## src/rtl/mmio_uart_tx.sv

```systemverilog
// mmio_uart_tx: memory-mapped UART transmitter with a TX FIFO and RAM-compatible registered reads.
// Defining UART_PARITY_EN adds an even-parity bit between the data bits and the stop bit.
module mmio_uart_tx #(
  parameter logic [31:0] BASE_ADDR    = 32'h1000_0000,
  parameter int          CLKS_PER_BIT = 868,
  parameter int          FIFO_DEPTH   = 16
) (
  input  logic        clk,
  input  logic        rst,
  input  logic [31:0] addr,
  input  logic [31:0] w_data,
  input  logic [3:0]  we,
  output logic [31:0] r_data,
  output logic        r_hit,
  output logic        tx,
  output logic        irq
);
  localparam int AW = $clog2(FIFO_DEPTH);
  localparam int BW = $clog2(CLKS_PER_BIT);
  localparam logic [BW-1:0] BMAX = BW'(CLKS_PER_BIT - 1);
`ifdef UART_PARITY_EN
  localparam logic PAR_EN = 1'b1;
`else
  localparam logic PAR_EN = 1'b0;
`endif
  typedef enum logic [2:0] {IDLE, START, DATA, PARITY, STOP} state_t;
  state_t state_q, state_d;
  logic [BW-1:0] baud_q, baud_d;
  logic [2:0] bit_q, bit_d;
  logic [7:0] shift_q, shift_d;
  logic [AW:0] wp_q, wp_d, rp_q, rp_d, count;
  logic ovf_q, ovf_d, r_hit_q;
  logic [31:0] r_data_q, r_data_d, status;
  logic [7:0] mem_q [FIFO_DEPTH];
  logic hit, push_req, push, pop, full, empty, bit_end;
  logic [1:0] sel;
  always_comb begin
    hit      = addr[31:4] == BASE_ADDR[31:4];
    sel      = addr[3:2];
    push_req = hit && sel == 2'd0 && we[0];
    full     = (wp_q ^ rp_q) == {1'b1, {AW{1'b0}}};
    empty    = wp_q == rp_q;
    count    = wp_q - rp_q;
    push     = push_req && !full;
    bit_end  = baud_q == '0;
    pop      = !empty && (state_q == IDLE || (state_q == STOP && bit_end));
    wp_d     = wp_q + {{AW{1'b0}}, push};
    rp_d     = rp_q + {{AW{1'b0}}, pop};
    // A new overflow wins over a clear issued in the same cycle.
    ovf_d    = (push_req && full) || (ovf_q && !(hit && sel == 2'd1 && we[0] && w_data[3]));
    status   = '0;
    status[0] = state_q != IDLE;
    status[1] = full;
    status[2] = empty;
    status[3] = ovf_q;
    status[4] = PAR_EN;
    status[8 +: AW+1] = count;
    r_data_d = (hit && sel == 2'd1) ? status : '0;
  end
  always_comb begin
    state_d = state_q;
    baud_d  = bit_end ? BMAX : baud_q - 1'b1;
    bit_d   = bit_q;
    shift_d = pop ? mem_q[rp_q[AW-1:0]] : shift_q;
    case (state_q)
      IDLE: begin
        baud_d = BMAX;
        if (pop) state_d = START;
      end
      START:  if (bit_end) begin state_d = DATA; bit_d = '0; end
      DATA: if (bit_end) begin
        bit_d = bit_q + 1'b1;
        if (bit_q == 3'd7) state_d = PAR_EN ? PARITY : STOP;
      end
      PARITY: if (bit_end) state_d = STOP;
      STOP:   if (bit_end) state_d = pop ? START : IDLE;
      default: state_d = IDLE;
    endcase
  end
  always_ff @(posedge clk) begin
    if (rst) begin
      state_q  <= IDLE;
      baud_q   <= '0;
      bit_q    <= '0;
      shift_q  <= '0;
      wp_q     <= '0;
      rp_q     <= '0;
      ovf_q    <= 1'b0;
      r_data_q <= '0;
      r_hit_q  <= 1'b0;
    end else begin
      state_q  <= state_d;
      baud_q   <= baud_d;
      bit_q    <= bit_d;
      shift_q  <= shift_d;
      wp_q     <= wp_d;
      rp_q     <= rp_d;
      ovf_q    <= ovf_d;
      r_data_q <= r_data_d;
      r_hit_q  <= hit;
    end
  end
  always_ff @(posedge clk) begin
    if (push) mem_q[wp_q[AW-1:0]] <= w_data[7:0];
  end
  // The shift register is held and indexed by the bit counter, so parity needs no separate register.
  always_comb begin
    tx = state_q == START  ? 1'b0 :
         state_q == DATA   ? shift_q[bit_q] :
         state_q == PARITY ? ^shift_q : 1'b1;
    irq    = empty && state_q == IDLE;
    r_data = r_data_q;
    r_hit  = r_hit_q;
  end
endmodule

```

## config.mk

```make
export PLATFORM = sky130hd
export DESIGN_NAME = mmio_uart_tx
export DESIGN_NICKNAME = d
export VERILOG_FILES = /design/src/rtl/mmio_uart_tx.sv
export SDC_FILE = /design/constraint.sdc
export NUM_CORES = 1
export LEC_CHECK = 0
export CAP_MARGIN = 40
export CORE_MARGIN = 4
export CORE_UTILIZATION = 30
export DETAILED_ROUTE_END_ITERATION = 16
export SYNTH_ARGS = -nofsm -noshare
export SYNTH_HDL_FRONTEND = slang
export SYNTH_SLANG_ARGS = --single-unit
```

## constraint.sdc

```tcl
create_clock -name clk -period 4.77 [get_ports clk]
set_input_delay 0.7155 -clock clk [delete_from_list [all_inputs] [get_ports clk]]
set_output_delay 0.7155 -clock clk [all_outputs]
set_load 0.05 [all_outputs]
```

## Word level (Yosys, flattened, before mapping)

Memory sizes are Yosys's and may differ from the RTL's. A register that Yosys moved wholly into a read port is not among the register bits.
Cells that the tools add are included.

- Register bits: 60
- Memories: 1
- Bits in writable memories: 128
- Input port bits: 70
- Output and inout port bits: 35
- Logic and storage cells: 80

Memories:

| name | words | bits a word | read ports | clocked after memory_dff | write ports | RTL line | text |
|---|---|---|---|---|---|---|---|
| mem_q | 16 | 8 | 1 | 1 | 1 | 34 | `logic [7:0] mem_q [FIFO_DEPTH];` |

- $add $sub $neg: 5
- Bitwise operators: 2
- Reduce and logical (&&, ||, !) cells: 26
- Eq/ne operators: 15
- Magnitude comparators: 1
- Multiplexer cells: 20

Operators by type and width:

| operator | count |
|---|---|
| == test 28 x 25 -> 1 bit, second input constant | 1 |
| two-way mux 3 bit | 8 |
| two-way mux 10 bit | 2 |
| case mux 3 bit (5 select lines) | 1 |
| inequality test 2 bit, second input constant | 6 |
| logical AND 1 bit | 11 |
| adder 5 x 1 -> 5 bit | 2 |
| zero test 10 bit | 1 |
| subtractor 10 x 1 -> 10 bit, second input constant | 1 |
| parity 8 bit | 1 |
| two-way mux 1 bit | 7 |
| == test 3 x 2 -> 1 bit, second input constant | 2 |
| == test 3 bit, second input constant | 2 |
| case mux 3 bit (2 select lines) | 1 |
| AND reduction 6 bit | 1 |
| == test 5 bit | 1 |
| == test 5 bit, second input constant | 1 |
| subtractor 5 bit | 1 |
| bitwise XOR 5 bit | 1 |
| less-than comparator 3 x 4 -> 1 bit, second input constant | 1 |
| adder 3 x 1 -> 3 bit, second input constant | 1 |
| binary-select mux 1 bit (select 3 bit) | 1 |
| == test 3 x 1 -> 1 bit, second input constant | 1 |
| zero test 1 bit | 3 |
| other kinds (10) | 11 |

## Depth between registers and ports, before layout

- Depth after elaboration: 7
- Mapped depth: 13
- Gate-level depth less buffers: 11

## Worst setup path before layout

Ideal clock, no wire load.

- Path type: register -> output
- Start point: register rp_q[1]
- End point: output port irq
- Stages on the path, launching flop included: 6
- Required time: 4055 ps
- Path buffers: 1
- Slack: 1592 ps
- Arrival time: 2462 ps
- Cell sequence: dfxtp_1 > clkbuf_1 > inv_1 > ha_1 > nand4_1 > nor3b_1

- Cells in the longest elaborated chain, start to end: 2

RTL lines:

| item | RTL line | text |
|---|---|---|
| start: declaration | 31 | `logic [AW:0] wp_q, wp_d, rp_q, rp_d, count;` |
| start signal: assignment | 97 | `rp_q <= rp_d;` |
| == test 5 bit | 42 | `empty = wp_q == rp_q;` |
| logical AND 1 bit | 111 | `irq = empty && state_q == IDLE;` |
| end: declaration | 16 | `output logic irq` |

Every way passes these cells.

## Final worst setup path

- Start point: register rp_q[3]
- End point: output port irq

Same word-level chain as after synthesis.

==> key figures <==
Timing
  • Final Hold Fails: 0
  • Min Tclk post-route: 3.92 ns
  • Finish-stage setup viols: 0
  • RSZ-0062 raised after global routing: no
  • Setup_tns: 0 ns
  • Fmax: 255 MHz
  • Slew @ Worst Pin: 0.852 ns
  • Max Clock Skew: 0.00756 ns
  • Final period utilization: 82.2%
  • Slew Viols, Final: 0
  • Rel. slew slack: 43.0%

Routing
  • Drt first-iter violations: 314
  • First-pass iteration count of the detailed router: 5
  • Drt wl/cell: 17.3 um
  • Top routing layer in use: met4
  • Post-DRT Antenna Nets: 0
  • Post-route DRC: 0
  • Vias per std cell: 4.79
  • DRT met1 WL: 6910 um
  • Met2 WL post-DR: 8010 um
  • Met3 wire length: 647 um
  • Via count: 4400
  • Routed WL: 15900 um

Worst setup path
  • Crit path from: rp_q[3]
  • Critical Path RT: 4.05 ns
  • Crit Path Max Fanout: 14
  • CP Capture Type: output port
  • Critical Path AT: 3.20 ns
  • R2R depth: 6
  • CP Launch Type: flop
  • Reg2reg start: rp_q[3]
  • Crit Path Category: flop to output port
  • RR Endpoint: mem_q[7][0]
  • R2R Setup Slk: 1.21 ns
  • Worst Setup EP: irq

Power and ir drop
  • Tot Pwr: 0.00375 W
  • Max VDD drop: 0.000276 V
  • Power Dens Cells: 423 nW/um^2
  • Leak: 2.90 nW

Synth
  • Area share of fa/ha/maj cells after synthesis: 2.28%
  • Sequential element share of the synthesized area: 63.5%
  • Cell Area, Synth: 7470 um^2
  • Flops & latches, synth: 173
  • Yosys warns: 0
  • Dominant cell by count in the synthesized netlist: edfxtp_1
  • Synth Area in Compound Gates: 5.33%
  • Synth Instances: 522
  • Main synth FF type: edfxtp_1
  • Commonest cells in the netlist: edfxtp_1 (128), dfxtp_1 (45), mux2i_1 (33), nand2_1 (32), buf_4 (27)
  • Post-synth ARST share: 0%
  • Simple-Gate Fraction of Synth Area: 11.5%
  • Post-synthesis mux area share: 10.0%
  • Largest family of logic cells by synthesized area: simple AND/OR/NAND/NOR gates
  • Post-Synth XOR/XNOR Area: 2.80%
  • Synth area leader: edfxtp_1
  • Largest cells by area after synthesis: edfxtp_1 (51%), dfxtp_1 (12%), mux4_2 (5.4%)
  • Post-synth top area share: 51.4%
  • Post-synth EDFFs: 128
  • Avg Cell Area, Syn: 14.3 um^2
  • Synth unique cells: 56

GRT
  • Vias in the first global route: 4555
  • Gr usage total: 11.5%
  • First-pass GRT wire length: 24800 um
  • Largest net degree at the start of global routing: 44
  • GR Overflow Total: 0
  • Initial antenna violation count: 0

Final layout
  • Register area: 4750 um^2
  • Layout Cells excl Fill: 919
  • Net count, final: 665
  • Filler cell count in the final layout: 2291
  • Diode count: 0
  • Area of the multi-input gates: 2470 um^2
  • Share of cells above drive strength 1: 13.3%
  • Area Overhead vs Synth: 18.6%

Placed design
  • Placed cells: 887
  • Hpwl dp: 10800 um
  • Port bufs: 52
  • RePlAce Congestion: 0.762

Clock tree
  • CTS Sinks: 173
  • Root Driver: clkbuf_16
  • Clk Latency, worst-skew pair: 0.43 ns
  • Post-cts gate resize count: 0
  • H-tree depth: 4
  • Clock-pin slew on the worst setup and hold paths: 0.06 ns
  • Postcts setup bufs: 0
  • Hold Buf Count CTS: 0
  • CTS tree: built
  • Clock Path Buffers: 2
  • Total CTS buffers: 17

Outcome
  • Status: completed

Hold path
  • Min-delay worst type: flop to flop

Floorplan
  • DIE WIDTH: 166 um
  • Die outline height: 166 um
  • DIE AREA: 27500 um^2
  • Initial Util: 30.6%
  • IO Pins: 105
  • FP Rows: 57
  • Core ar.: 24400 um^2

Run
  • Max-Cap Viols: 0
-- power by group --
part	internal (W)	switching (W)	total, W
registers	0.00165	0.0000378	0.00169
logic	0.000338	0.000413	0.000751
clock network	0.000763	0.000551	0.00131
-- state kept, by name, summed over array words and instances, names as in the netlist --
register,flops
shift_q,8
ovf_q,1
state_q,3
r_hit,1
rp_q,5
r_data,9
baud_q,10
mem_q,128
bit_q,3
wp_q,5
-- worst min path at each step --
stage,from,endpoint,slack [ns],cells past startpoint
3_5_place_dp,ovf_q,r_data[3],0.44,2
2_1_floorplan,ovf_q,r_data[3],0.41,2
4_1_cts,ovf_q,r_data[3],0.45,2
6_report,ovf_q,r_data[3],0.45,2
3_3_place_gp,ovf_q,r_data[3],0.43,2
5_1_grt,ovf_q,r_data[3],0.48,2
-- through the flow --
step                utilization [%]  hold WS, ns  setup WS (ns)  cell area [um^2]
finish                         36.3        0.449          0.850              8860
global route                   36.3        0.483          0.643              8860
CTS                            36.3        0.454          0.780              8860
detailed placement             34.1        0.440           1.19              8310
global placement               33.9        0.435           1.26              8280
floorplan                         -        0.408           1.59              7550
-- routing by layer --
metal	up-vias	GRT usage (%)
li1	2052	-
met1	2223	14.5
met2	107	19.7
met3	18	2.45
met4	0	4.16
met5	-	0
-- layout make-up --
cell class	instances	area share [%]
clock buffers	19	4.88
clock inverters	13	1.38
inverters	13	0.551
multi-input cells	312	27.9
flip-flops and latches	173	53.5
well taps	324	4.57
repair buffers	65	7.17
-- cell usage in the layout (no fill, tap or decap), types with 3 or more instances in the layout --
cell type and count:
mux2i_1 33, nand2_1 32, nor2b_1 16, a22oi_1 16, clkbuf_16 17, o21ai_0 11
mux4_2 18, xnor2_1 17, dfxtp_1 44, xor2_1 5, clkinv_1 4, buf_4 11
and3_1 18, nand3_1 6, nor3b_1 3, clkdlybuf4s50_1 52, a21oi_1 10, nor4_1 7
or4_1 3, inv_1 12, ha_1 12, clkinv_2 3, conb_1 23, a211oi_1 3
edfxtp_1 128, o41ai_1 9, nor4_2 6, nor2_1 19, nor3_1 13, nor3_2 3
-- critical path: stages, from the launching register on --
cell and delay, ns:
dfxtp_1 0.66, inv_2 0.23, ha_1 0.39, nand4_1 0.31, nor3b_1 0.31, clkdlybuf4s50_1 0.86
-- cell families (layout without fill, tap and decap cells) --
kind of cell	after synthesis	count (layout)
muxes	52	52
adders and majority gates	13	13
DFF	173	173
AOI/OAI and AO/OA	58	58
xor gates and xnor gates	23	23
buffers and inverters	59	110
other	1	23
and+or+nand+nor	143	143
Note: power is estimated with default switching activity, not from simulation.
